**src/rtl/cmd_mem_pkg.sv**
```systemverilog
// Shared types and helpers for the command memory arbiter.
// Grant encoding, command width and bank-select width helpers.
package cmd_mem_pkg;

  typedef enum logic [1:0] {
    GNT_NONE,
    GNT_FETCH,
    GNT_HOST
  } gnt_t;

  function automatic int cmd_width(
    input int mem_width,
    input int mem_to_cmd
  );
    return mem_width * mem_to_cmd;
  endfunction

  function automatic int bank_sel_w(
    input int mem_to_cmd
  );
    return (mem_to_cmd > 1) ? $clog2(mem_to_cmd) : 1;
  endfunction

endpackage

```
**src/rtl/cmd_mem_rd_pipe.sv**
```systemverilog
// Read-latency tracker: valid shift register, DEPTH stages deep.
// Ports: clk, rst_n (async clear), in_valid (issue), out_valid (return).
module cmd_mem_rd_pipe #(
  parameter int DEPTH = 3
) (
  input  logic clk,
  input  logic rst_n,
  input  logic in_valid,
  output logic out_valid
);

  logic [DEPTH-1:0] v;

  always_ff @(posedge clk or negedge rst_n) begin
    if (!rst_n) begin
      v <= '0;
    end else begin
      v <= {v[DEPTH-2:0], in_valid};
    end
  end

  assign out_valid = v[DEPTH-1];

endmodule

```
**src/rtl/cmd_mem_arbiter.sv**
```systemverilog
// Single-port arbiter for banked command memory: wide fetch vs host write.
// Ports: fetch_* / cmd_* (core), host_* (loader), mem_* (banks).
// Optional CMD_MEM_ARBITER_STATS_EN adds stat_*_cnt counters.
module cmd_mem_arbiter
  import cmd_mem_pkg::*;
#(
  parameter int CMD_ADDR_WIDTH = 8,
  parameter int MEM_WIDTH      = 32,
  parameter int MEM_TO_CMD     = 4,
  parameter int READ_LATENCY   = 2,
  parameter int STARVE_LIMIT   = 8
) (
  input  logic clk,
  input  logic rst_n,

  input  logic                      fetch_req,
  input  logic [CMD_ADDR_WIDTH-1:0] fetch_addr,
  output logic                      fetch_ready,
  output logic                      cmd_valid,
  output logic [cmd_width(MEM_WIDTH, MEM_TO_CMD)-1:0] cmd_data,

  input  logic host_wr_req,
  input  logic [CMD_ADDR_WIDTH+bank_sel_w(MEM_TO_CMD)-1:0] host_wr_addr,
  input  logic [MEM_WIDTH-1:0]      host_wr_data,
  output logic                      host_wr_ack,
  input  logic                      host_lock,

  output logic [CMD_ADDR_WIDTH-1:0] mem_addr,
  output logic [MEM_TO_CMD-1:0]     mem_wen,
  output logic [MEM_WIDTH-1:0]      mem_wdata,
  input  logic [cmd_width(MEM_WIDTH, MEM_TO_CMD)-1:0] mem_rdata
`ifdef CMD_MEM_ARBITER_STATS_EN
  ,
  output logic [31:0] stat_fetch_cnt,
  output logic [31:0] stat_host_cnt,
  output logic [31:0] stat_conflict_cnt
`endif
);

  localparam int BW = bank_sel_w(MEM_TO_CMD);
  localparam int SW = $clog2(STARVE_LIMIT + 1);
  localparam logic [SW-1:0] SLIM = SW'(STARVE_LIMIT);

  gnt_t                      gnt;
  logic [SW-1:0]             starve_cnt;
  logic [BW-1:0]             wr_bank;
  logic [CMD_ADDR_WIDTH-1:0] wr_cmd;

  assign wr_bank = host_wr_addr[BW-1:0];
  assign wr_cmd  = host_wr_addr[BW +: CMD_ADDR_WIDTH];

  // Reset is folded in so the comb acks read 0 while rst_n is low.
  always_comb begin
    gnt = GNT_NONE;
    if (!rst_n) begin
      gnt = GNT_NONE;
    end else if (host_lock) begin
      gnt = host_wr_req ? GNT_HOST : GNT_NONE;
    end else if (host_wr_req && starve_cnt == SLIM) begin
      gnt = GNT_HOST;
    end else if (fetch_req) begin
      gnt = GNT_FETCH;
    end else if (host_wr_req) begin
      gnt = GNT_HOST;
    end
  end

  assign fetch_ready = (gnt == GNT_FETCH);
  assign host_wr_ack = (gnt == GNT_HOST);

  always_ff @(posedge clk or negedge rst_n) begin
    if (!rst_n) begin
      starve_cnt <= '0;
    end else if (!host_wr_req || gnt == GNT_HOST) begin
      starve_cnt <= '0;
    end else if (starve_cnt != SLIM) begin
      starve_cnt <= starve_cnt + 1'b1;
    end
  end

  always_ff @(posedge clk or negedge rst_n) begin
    if (!rst_n) begin
      mem_addr  <= '0;
      mem_wen   <= '0;
      mem_wdata <= '0;
    end else begin
      unique case (gnt)
        GNT_FETCH: begin
          mem_addr <= fetch_addr;
          mem_wen  <= '0;
        end
        GNT_HOST: begin
          mem_addr  <= wr_cmd;
          mem_wen   <= MEM_TO_CMD'(1) << wr_bank;
          mem_wdata <= host_wr_data;
        end
        default: begin
          mem_wen <= '0;
        end
      endcase
    end
  end

  // One stage for the mem_addr register plus READ_LATENCY in the banks.
  cmd_mem_rd_pipe #(
    .DEPTH (READ_LATENCY + 1)
  ) u_rd_pipe (
    .clk       (clk),
    .rst_n     (rst_n),
    .in_valid  (gnt == GNT_FETCH),
    .out_valid (cmd_valid)
  );

  assign cmd_data = mem_rdata;

`ifdef CMD_MEM_ARBITER_STATS_EN
  always_ff @(posedge clk or negedge rst_n) begin
    if (!rst_n) begin
      stat_fetch_cnt    <= '0;
      stat_host_cnt     <= '0;
      stat_conflict_cnt <= '0;
    end else begin
      if (gnt == GNT_FETCH && stat_fetch_cnt != '1)
        stat_fetch_cnt <= stat_fetch_cnt + 32'd1;
      if (gnt == GNT_HOST && stat_host_cnt != '1)
        stat_host_cnt <= stat_host_cnt + 32'd1;
      if (fetch_req && host_wr_req && stat_conflict_cnt != '1)
        stat_conflict_cnt <= stat_conflict_cnt + 32'd1;
    end
  end
`endif

endmodule

```
**config.mk**
```make
export PLATFORM = sky130hd
export DESIGN_NAME = cmd_mem_arbiter
export DESIGN_NICKNAME = d
export VERILOG_FILES = /design/src/rtl/cmd_mem_pkg.sv /design/src/rtl/cmd_mem_rd_pipe.sv /design/src/rtl/cmd_mem_arbiter.sv
export SDC_FILE = /design/constraint.sdc
export NUM_CORES = 1
export LEC_CHECK = 0
export BUFFER_PORTS_ARGS = -buffer_cell sky130_fd_sc_hd__buf_2
export CAP_MARGIN = 20
export CORE_AREA = 2 2 139 141
export CTS_CLUSTER_DIAMETER = 120
export DETAILED_ROUTE_END_ITERATION = 10
export DIE_AREA = 0 0 141 143
export HOLD_SLACK_MARGIN = 0.03
export SYNTH_ARGS = -nofsm -noshare
export SYNTH_HDL_FRONTEND = slang
export SYNTH_HIERARCHICAL = 1
export SYNTH_SLANG_ARGS = --single-unit
```
**constraint.sdc**
```tcl
create_clock -name clk -period 4.3 [get_ports clk]
set_input_delay 0.215 -clock clk [delete_from_list [all_inputs] [get_ports clk]]
set_output_delay 0.215 -clock clk [all_outputs]
set_load 0.1 [all_outputs]
```
==> results of run 1 <==
[path summary, 6_finish.rpt]
path                       cells after the start                      start                         to  slack [ns]
max                                            6  starve_cnt[0]$_DFFE_PN0P_                host_wr_ack        1.37
min                                            2                      rst_n  mem_wdata[30]$_DFFE_PN0P_        0.03
max reg2reg                                    7  starve_cnt[0]$_DFFE_PN0P_   mem_wdata[5]$_DFFE_PN0P_        1.55
min reg2reg                                    0   u_rd_pipe/v[0]$_DFF_PN0_   u_rd_pipe/v[1]$_DFF_PN0_        0.35
max in group asynchronous                      3                      rst_n       mem_wen[3]$_DFF_PN0_        3.56
min in group clk                               2            host_wr_addr[0]       mem_wen[0]$_DFF_PN0_        0.11
[layer usage]
metal	GRT usage, %	share of wire [%]
met5	0	0
met4	4.84	5.1
met3	4.16	13
met2	11.8	48
met1	6.60	34
[layout make-up]
cell class	count	area [um^2]
clock inverters	2	35.0
well taps	234	293
repair buffers	104	528
fillers	2059	15600
inverters	3	11.3
flip-flops and latches	51	1280
clock buffers	6	139
multi-input cells	83	747
[cell families after synthesis]
family          count (synthesis)  synth area share [%]
mux                            43                  15.4
flops                          51                  41.8
xor+xnor                        1                 0.287
buf+inv                       140                  33.8
fa+ha+maj                       4                  1.64
simple gates                   23                  4.72
compound gates                 12                  2.34
[worst max-delay path, cell delays in order (launching register included)]
cell and delay (ns):
dfrtp_1 0.42, inv_1 0.07, ha_1 0.13, and3b_1 0.34, o311a_1 0.19, ha_2 0.69
buf_2 0.56
[per-stage QoR]
stage / instances / area (um^2) / total power, mW / hold slack [ns] / setup WS, ns
global placement: 475 / 2860 / 1.42 / 0.338 / 1.63
CTS: 483 / 3030 / 1.94 / 0.0557 / 1.28
global route: 483 / 3030 / 1.98 / 0.0749 / 1.10
finish: 483 / 3030 / 1.89 / 0.0324 / 1.37
floorplan: 274 / 3050 / 1.84 / -0.0806 / 1.58
detailed placement: 475 / 2860 / 1.44 / 0.337 / 1.48
[power by group]
part / internal, mW / leakage, nW / total [mW] / switching, mW
Clock: 0.290 / 0.0868 / 0.476 / 0.186
Sequential: 0.559 / 0.626 / 0.596 / 0.0371
Combinational: 0.136 / 0.711 / 0.820 / 0.684
[cells in the final DEF, fill, tap and decap left out, types with 2 or more instances in the layout]
master,instances
and3b_1,2
buf_2,101
buf_4,3
clkbuf_16,5
dfrtp_1,51
ha_1,3
inv_1,3
mux2_2,32
mux2i_1,11
nand2_1,9
nand3b_1,5
o21ai_0,8
[sequential cells by signal (all words and copies together) (netlist names)]
signal       cells
mem_wen          4
mem_addr         8
starve_cnt       4
mem_wdata       32
u_rd_pipe/v      3
==> results by group, run 1 <==
STA
  • Fmax achieved: 341 MHz
  • Pins Over Slew Limit: 0
  • Setup Skew: 0.00540 ns
  • Final hold vios: 0
  • Final Cycle Share: 68.2%
  • Slew at the pin with the worst max-slew slack: 0.776 ns
  • Final setup viols: 0
  • Slew margin rel.: 48.3%
  • RSZ-0062 raised after global routing: no
  • Final min period: 2.93 ns
  • Fin Setup TNS: 0 ns

Logic synthesis
  • Synth top cells by count: buf_4 (129), dfrtp_1 (51), mux2_2 (32), mux2i_1 (11), nand2_1 (9)
  • Largest area contributor in the netlist: dfrtp_1
  • FFs w/ async S/R, synth: between 90% and 100%
  • Most common cell in the synthesized netlist: buf_4
  • Top post-synthesis cells by area: dfrtp_1 (42%), buf_4 (32%), mux2_2 (12%)
  • Synth Cell Area: just over 0.003 mm^2
  • Yosys top cell area share: 41.8%
  • Syn avg cell area: 11.1 um^2
  • Syn. warnings: 6
  • Synth Instances: 274
  • Sequential share of the synthesized area: 41.8%
  • Syn Nets: 461
  • Top FF cell, synth: dfrtp_1
  • Flip-flop and latch count after synthesis: 51
  • Number of synthesized flops with an enable pin: 0
  • Post-synth cell types: 25

Min path
  • HP Class: in -> async

Layout
  • Final Net Count: 435
  • Post-Route Utilization: 16.3%
  • Inserted Diodes: 0
  • Layout cells sized above 1: 59.0%
  • Area Growth Syn to Fin: -0.738%

Clock network
  • Clock latency on the worst-skew pair: 0.30 ns
  • Post-CTS resize count: 0
  • CTS tree: done
  • Post-CTS Setup Bufs: 0
  • TritonCTS Buffers: 5
  • Clock transition at the registers of the reported paths: 0.07 ns
  • Clock Tree Root: clkbuf_16
  • Clock Tree Buf Depth: 2
  • H-tree Lvls: 2
  • Clk sinks: 51
  • Hold Buf Count CTS: 0

Place
  • PortBufs: 101
  • Placer Congestion: between 0.6 and 0.7
  • Dpl hpwl: 5820 um

Routing
  • Via count: 1627
  • WL/cell: between 10 and 15 um
  • Iter 0 DRT Violations: 61
  • Post-route DRC: 0
  • Via density: 3.37
  • Antenna Violating Nets Remaining: 0
  • Drt first pass iters: 4
  • Final wirelength: a little over 7000 um

Power and ir drop
  • Worst vdd ir: 0.190 mV
  • Power Density: 624 mW/mm^2
  • Pleak: 1.42 nW

Critical path
  • Critical path arrival: roughly 2.7 ns
  • Startpoint class of the critical path: register
  • Crit. End Element: output port
  • Critical path peak fanout: 35
  • Critical setup path kind: reg -> out
  • Worst Path Required: roughly 4.1 ns

Global routing
  • Grt total ovfl: 0
  • Initial antenna violation count: 0
  • Vias in the first global route: 1725
  • First-pass GRT wire length: 10400 um
  • Largest net degree at the start of global routing: 36
  • Overall global routing resource usage: 7.10%

Floorplan
  • Core area: 0.0186 mm^2
  • FP Rows: 50
  • Total Die Area: approximately 0.02 mm^2
  • Initial Utilization: 16.4%
  • Die Wd: 141 um
  • DIE HEIGHT: 143 um
  • I/O pin count: 358

Run status
  • Status: completed

Flow run
  • Max cap viols: 0
(Power assumes the default switching activity.)
==> inputs of run 2 (changes only) <==
==> constraint.sdc (replaced) <==
create_clock -name clk -period 2.7 [get_ports clk]
set_input_delay 0.135 -clock clk [delete_from_list [all_inputs] [get_ports clk]]
set_output_delay 0.135 -clock clk [all_outputs]
set_load 0.1 [all_outputs]
==> results by group, run 2 (same netlist as run 1, synthesis figures left out) <==
Run status
  • Status: completed

Routing
  • Post-route DRC: 0 (unchanged)
  • WL/cell: 14.8 um (-0.76%)
  • Final wirelength: 7180 um (-0.14%)
  • Iter 0 DRT Violations: 30 (-51%)
  • Via count: 1716 (+5.5%)
  • Via density: 3.53 (+4.8%)
  • Antenna Violating Nets Remaining: 0 (unchanged)
  • Drt first pass iters: 4 (unchanged)

Clock network
  • TritonCTS Buffers: 5 (unchanged)
  • Clock latency on the worst-skew pair: 0.29 ns (about the same)
  • Hold Buf Count CTS: 3 (+3)
  • Clock Tree Root: clkbuf_16
  • H-tree Lvls: 2 (unchanged)
  • Post-CTS Setup Bufs: 0 (unchanged)
  • Post-CTS resize count: 0 (unchanged)
  • CTS tree: done
  • Clock Tree Buf Depth: 2 (unchanged)
  • Clock transition at the registers of the reported paths: 0.07 ns (about the same)
  • Clk sinks: 51 (unchanged)

Power and ir drop
  • Switching Fraction: 48.7% (+0.75 points)
  • Combinational Power Share: 44.6% (+1.3 points)
  • P_int: 1.51 mW (+53%)
  • Psw: 1.43 mW (+58%)
  • Clock power share: 23.0% (-2.2 points)
  • Power Density: 961 mW/mm^2 (+54%)
  • Pleak: 1.43 nW (+0.48%)
  • Worst vdd ir: 0.242 mV (+27%)
  • Sequential power share: 32.4% (+0.9 points)

Global routing
  • Vias in the first global route: 1799 (+4.3%)
  • Grt total ovfl: 0 (unchanged)
  • Overall global routing resource usage: 6.94% (-0.15 points)
  • Largest net degree at the start of global routing: 50 (+39%)
  • First-pass GRT wire length: 10300 um (-1.6%)
  • Initial antenna violation count: 1 (+1)

Critical path
  • Worst Path Required: 2.87 ns (-1.22 ns)
  • Crit. End Element: register
  • Critical setup path kind: reg -> reg
  • Critical path arrival: 2.59 ns (-0.13 ns)
  • CP Cell Sequence: inv_1 > ha_1 > and3b_1 > o311a_1 > ha_2 > buf_4 > mux2_2
  • CP max-delay cell: dfrtp_1
  • CP Buf/Inv Count: 2 (unchanged)
  • Largest delay share family, worst path: buffers and inverters
  • Startpoint class of the critical path: register
  • Critical path peak fanout: 31 (-11%)
  • Critical Path Max Stage Delay: 0.43 ns (-0.26 ns)

Place
  • Inst Count DP: 475 (unchanged)
  • Placed cell area: 0.00287 mm^2 (+0.53%)
  • Dpl hpwl: 5620 um (-3.3%)
  • Placer Congestion: 0.638 (-3.0%)
  • PortBufs: 101 (unchanged)

Layout
  • Design area: 0.00306 mm^2 (+0.91%)
  • Commonest cells after routing, fill and taps aside: buf_2 (100), dfrtp_1 (51), mux2_2 (32)
  • Layout cells sized above 1: 57.9% (-1.1 points)
  • Inserted Diodes: 0 (unchanged)
  • Finished Layout Cells: 486 (+0.62%)
  • Max reg flops: 32 (unchanged)
  • Fillers: 2041 (-0.87%)
  • Post-Route Utilization: 16.5% (+0.15 points)
  • Area Growth Syn to Fin: 0.164%
  • Commonest non-fill, non-tap cell in the layout: buf_2
  • Biggest register: mem_wdata
  • Biggest regs: mem_wdata (32), mem_addr (8)
  • Final Net Count: 438 (+0.69%)

STA
  • Fmax achieved: around 410 MHz
  • Setup Skew: 0.0109 ns (+0.00549 ns)
  • Final Cycle Share: 89.7%
  • RSZ-0062 raised after global routing: no
  • Slew at the pin with the worst max-slew slack: 0.651 ns (-0.125 ns)
  • Hold slack final: 0.0718 ns (+0.0394 ns)
  • Final min period: 2.42 ns
  • Pins Over Slew Limit: 0 (unchanged)
  • Final hold vios: 0 (unchanged)
  • Fin Setup TNS: 0 ns (unchanged)
  • Final setup viols: 0 (unchanged)
  • Slew margin rel.: 56.6% (+8.3 points)

Floorplan
  • Die Wd: 141 um (unchanged)
  • I/O pin count: 358 (unchanged)
  • DIE HEIGHT: 143 um (unchanged)
  • Initial Utilization: 16.4% (unchanged)
  • Total Die Area: 0.0202 mm^2 (unchanged)
  • FP Rows: 50 (unchanged)
  • Core area: 0.0186 mm^2 (unchanged)

Flow run
  • Max cap viols: 0 (unchanged)

Min path
  • HP Class: in -> reg
-- run 2: through the flow --
step	worst slack (ns)	power (mW)
2_1_floorplan	0.285	2.93
4_1_cts	0.260	3.01
6_report	0.279	2.94
5_1_grt	0.110	3.08
3_5_place_dp	0.272	2.29
3_3_place_gp	0.486	2.26
-- run 2: final timing paths --
check / start / to / depth (start not counted) / slack, ns
max: starve_cnt[0]$_DFFE_PN0P_ / mem_wdata[5]$_DFFE_PN0P_ / 7 / 0.28
min: host_wr_data[12] / mem_wdata[12]$_DFFE_PN0P_ / 2 / 0.07
max reg2reg: starve_cnt[0]$_DFFE_PN0P_ / mem_wdata[5]$_DFFE_PN0P_ / 7 / 0.28
min reg2reg: u_rd_pipe/v[1]$_DFF_PN0_ / u_rd_pipe/v[2]$_DFF_PN0_ / 0 / 0.36
max in group asynchronous: rst_n / mem_wdata[7]$_DFFE_PN0P_ / 3 / 1.56
min in group asynchronous: rst_n / starve_cnt[1]$_DFFE_PN0P_ / 2 / 0.23
-- run 2: layer usage --
layer | vias to the layer above | part of all wire, % | routed length [um] | track usage, %
li1 | 717 | - | - | -
met1 | 795 | 35 | 2500 | 6.61
met2 | 133 | 46 | 3300 | 10.8
met3 | 71 | 13 | 942 | 4.23
met4 | 0 | 6.1 | 436 | 5.58
met5 | - | 0 | 0 | 0
-- run 2: worst register-to-register path, delay by kind of cell (launching register included) --
family,cells,cell delay [ns]
AO/OA/AOI/OAI,1,0.21
adder cells (fa/ha/maj),2,0.39
buffers and inverters,2,0.50
flip-flops,1,0.43
multiplexers,1,0.40
AND/OR/NAND/NOR,1,0.36
-- run 2: area by class of cell --
type	instances	area, um^2	share of cell area (%)
timing repair buffer	107	573	18.7
inverter	3	11.3	0.368
clock buffer	8	156	5.12
tap	234	293	9.58
sequential	51	1280	41.8
multi-input combinational	83	747	24.4
-- run 2: power groups by stage --
| stage | Combinational [mW] | Sequential, mW | Clock (mW) |
|---|---|---|---|
| 4_1_cts | 1.32 | 0.953 | 0.734 |
| 3_3_place_gp | 1.30 | 0.962 | 0 |
| 5_1_grt | 1.35 | 0.969 | 0.758 |
| 2_1_floorplan | 1.06 | 1.87 | 0 |
| 6_report | 1.31 | 0.952 | 0.677 |
| 3_5_place_dp | 1.32 | 0.969 | 0 |
==> inputs of run 3 (changes only) <==
--- a/config.mk
+++ b/config.mk
@@ -5,12 +5,13 @@
 export SDC_FILE = /design/constraint.sdc
 export NUM_CORES = 1
 export LEC_CHECK = 0
+export ABC_AREA = 1
 export BUFFER_PORTS_ARGS = -buffer_cell sky130_fd_sc_hd__buf_2
 export CAP_MARGIN = 20
-export CORE_AREA = 2 2 139 141
+export CORE_AREA = 2 2 140 142
 export CTS_CLUSTER_DIAMETER = 120
 export DETAILED_ROUTE_END_ITERATION = 10
-export DIE_AREA = 0 0 141 143
+export DIE_AREA = 0 0 142 144
 export HOLD_SLACK_MARGIN = 0.03
 export SYNTH_ARGS = -nofsm -noshare
 export SYNTH_HDL_FRONTEND = slang
==> results by group, run 3 <==
Clock network
  • Clock latency on the worst-skew pair: 0.29 ns (about the same)
  • Post-CTS resize count: 0 (unchanged)
  • Clock transition at the registers of the reported paths: 0.07 ns (about the same)
  • Clk sinks: 51 (unchanged)
  • Clock Tree Buf Depth: 2 (unchanged)
  • H-tree Lvls: 2 (unchanged)
  • Post-CTS Setup Bufs: 0 (unchanged)
  • TritonCTS Buffers: 5 (unchanged)
  • CTS tree: done
  • Clock Tree Root: clkbuf_16

Logic synthesis
  • Number of synthesized flops with an enable pin: 0 (unchanged)
  • Largest area contributor in the netlist: dfrtp_1
  • Top post-synthesis cells by area: dfrtp_1 (41%), buf_4 (32%), nand2_1 (13%)
  • Synth Instances: 363 (+32%)
  • Post-synth cell types: 19 (-24%)
  • Syn. warnings: 6 (unchanged)
  • Yosys top cell area share: 41.0% (-0.79 points)
  • Top FF cell, synth: dfrtp_1
  • FFs w/ async S/R, synth: 100% (unchanged)
  • Synth Cell Area: 0.00311 mm^2 (+1.9%)
  • Most common cell in the synthesized netlist: buf_4
  • Flip-flop and latch count after synthesis: 51 (unchanged)
  • Synth top cells by count: buf_4 (131), nand2_1 (110), dfrtp_1 (51), nor2_1 (14)
  • Syn Nets: 550 (+19%)
  • Syn avg cell area: 8.57 um^2 (-23%)
  • Sequential share of the synthesized area: 41.0% (-0.79 points)

Routing
  • Via count: 2070 (+21%)
  • WL/cell: 13.5 um (-8.5%)
  • Iter 0 DRT Violations: 69 (+130%)
  • Final wirelength: 7920 um (+10%)
  • Drt first pass iters: 4 (unchanged)
  • Antenna Violating Nets Remaining: 0 (unchanged)
  • Via density: 3.53 (about the same)
  • Post-route DRC: 0 (unchanged)

Critical path
  • Setup slack on the worst flop-to-flop path: 0.51 ns (+0.23 ns)
  • Worst Path Required: 2.57 ns (-0.30 ns)
  • Reg-to-Reg Start: starve_cnt[0]$_DFFE_PN0P_
  • Crit. End Element: output port
  • Crit. Startpoint: starve_cnt[0]$_DFFE_PN0P_
  • Critical setup path kind: reg -> out
  • R2R depth: 10 (+3)
  • Worst r2r dst: mem_wdata[5]$_DFFE_PN0P_
  • Startpoint class of the critical path: register
  • Critical path arrival: 2.13 ns (-0.46 ns)
  • Critical path peak fanout: 16 (-48%)

Layout
  • Inserted Diodes: 0 (unchanged)
  • Max reg flops: 32 (unchanged)
  • Biggest register: mem_wdata
  • Biggest regs: mem_wdata (32), mem_addr (8)
  • Fillers: 2167 (+6.2%)
  • Final Net Count: 534 (+22%)
  • Commonest cells after routing, fill and taps aside: nand2_1 (110), buf_2 (100), dfrtp_1 (51)
  • Layout cells sized above 1: 36.5% (-21 points)
  • Finished Layout Cells: 586 (+21%)
  • Area Growth Syn to Fin: 2.01%
  • Commonest non-fill, non-tap cell in the layout: nand2_1

STA
  • Final Cycle Share: 84.0% (-5.6 points)
  • RSZ-0062 raised after global routing: no
  • Setup Skew: 0.00489 ns (-0.00600 ns)
  • Fin Setup TNS: 0 ns (unchanged)
  • Slew margin rel.: 64.2% (+7.6 points)
  • Fmax achieved: 441 MHz (+6.7%)
  • Slew at the pin with the worst max-slew slack: 0.537 ns (-0.114 ns)
  • Hold slack final: 0.0423 ns (-0.0295 ns)
  • Final setup viols: 0 (unchanged)
  • Final min period: 2.27 ns (-0.152 ns)
  • Pins Over Slew Limit: 0 (unchanged)
  • Final hold vios: 0 (unchanged)

Min path
  • HP Class: in -> reg
  • Hold Path End: mem_wdata[24]$_DFFE_PN0P_
  • Worst Min Path Start: host_wr_data[24]
  • Worst hold path depth: 3 (+1)

Flow run
  • Max cap viols: 0 (unchanged)

Global routing
  • Largest net degree at the start of global routing: 45 (-10%)
  • Grt total ovfl: 0 (unchanged)
  • First-pass GRT wire length: 11300 um (+9.7%)
  • Initial antenna violation count: 1 (unchanged)
  • Vias in the first global route: 1959 (+8.9%)
  • Overall global routing resource usage: 7.56% (+0.62 points)

Floorplan
  • Core area: 0.0191 mm^2 (+2.7%)
  • DIE HEIGHT: 144 um (+0.70%)
  • FP Rows: 51 (+2.0%)
  • Total Die Area: 0.0204 mm^2 (+1.4%)
  • I/O pin count: 358 (unchanged)
  • Die Wd: 142 um (+0.71%)
  • Initial Utilization: 16.3% (-0.12 points)

Power and ir drop
  • Power Density: 871 mW/mm^2 (-9.4%)
  • Worst vdd ir: 0.187 mV (-23%)
  • Pleak: 1.68 nW (+18%)

Place
  • Dpl hpwl: 5840 um (+3.9%)
  • Inst Count DP: 567 (+19%)
  • Placer Congestion: 0.713 (+12%)
  • PortBufs: 101 (unchanged)

Run status
  • Status: completed
-- run 3: changes by cell type after synthesis, sizes merged, moves of 9 or more --
cell	previous run	this run
mux2	32	0
nor2	1	16
nand2	9	114
a21oi	1	16
inv	3	12
mux2i	11	0
-- run 3: worst max-delay path, stage by stage (launching register included) --
cell and delay, ns:
dfrtp_1 0.41, inv_1 0.09, ha_1 0.16, nand2_1 0.06, nor2_2 0.17, nor2_1 0.06
nor2_1 0.09, ha_2 0.54, buf_12 0.25
-- run 3: cell families after synthesis --
kind of cell	synth area share (%)
fa+ha+maj	1.61
buf+inv	35.1
xor+xnor	0.282
flops	41.0
compound gates	3.42
simple gates	18.6
-- run 3: worst max-delay path by stage --
stage	endpoint	slack, ns	depth (start not counted)
floorplan	mem_wdata[11]$_DFFE_PN0P_	0.27	12
detailed placement	mem_addr[7]$_DFFE_PN0P_	0.45	10
global placement	mem_addr[2]$_DFFE_PN0P_	0.52	10
CTS	host_wr_ack	0.37	8
global route	host_wr_ack	0.23	8
finish	host_wr_ack	0.43	8
-- run 3: power by group --
part           internal [mW]  switching [mW]
Sequential             0.876          0.0589
Clock                  0.344           0.287
Combinational          0.182            1.02
-- run 3: routing by layer --
layer	up-vias	wire length (um)	GRT usage, %
met2	136	3100	9.79
met3	63	1100	5.43
met4	2	583	6.32
met1	927	3110	8.18
li1	942	-	-
met5	-	16	0
-- run 3: final cells by class --
type / instances / area (um^2) / area share [%]
clock inverters: 1 / 5.00 / 0.158
multi-input cells: 162 / 746 / 23.5
flip-flops and latches: 51 / 1280 / 40.2
clock buffers: 7 / 133 / 4.18
repair buffers: 115 / 666 / 21.0
inverters: 12 / 50.0 / 1.58
well taps: 238 / 298 / 9.38
-- run 3: what timing repair did --
| action | in CTS | in global routing |
|---|---|---|
| setup endpoints to repair | 0 | 0 |
| hold buffers | 11 | 0 |
| endpoints found under the hold margin | 33 | 0 |
-- run 3: through the flow --
stage / worst slack [ns] / area [um^2] / power [mW] / utilization (%)
5_1_grt: 0.226 / 3170 / 2.91 / 16.6
6_report: 0.431 / 3170 / 2.76 / 16.6
3_5_place_dp: 0.454 / 2930 / 2.15 / 15.3
4_1_cts: 0.372 / 3170 / 2.83 / 16.6
3_3_place_gp: 0.521 / 2930 / 2.14 / 15.3
2_1_floorplan: 0.272 / 3110 / 2.81 / -
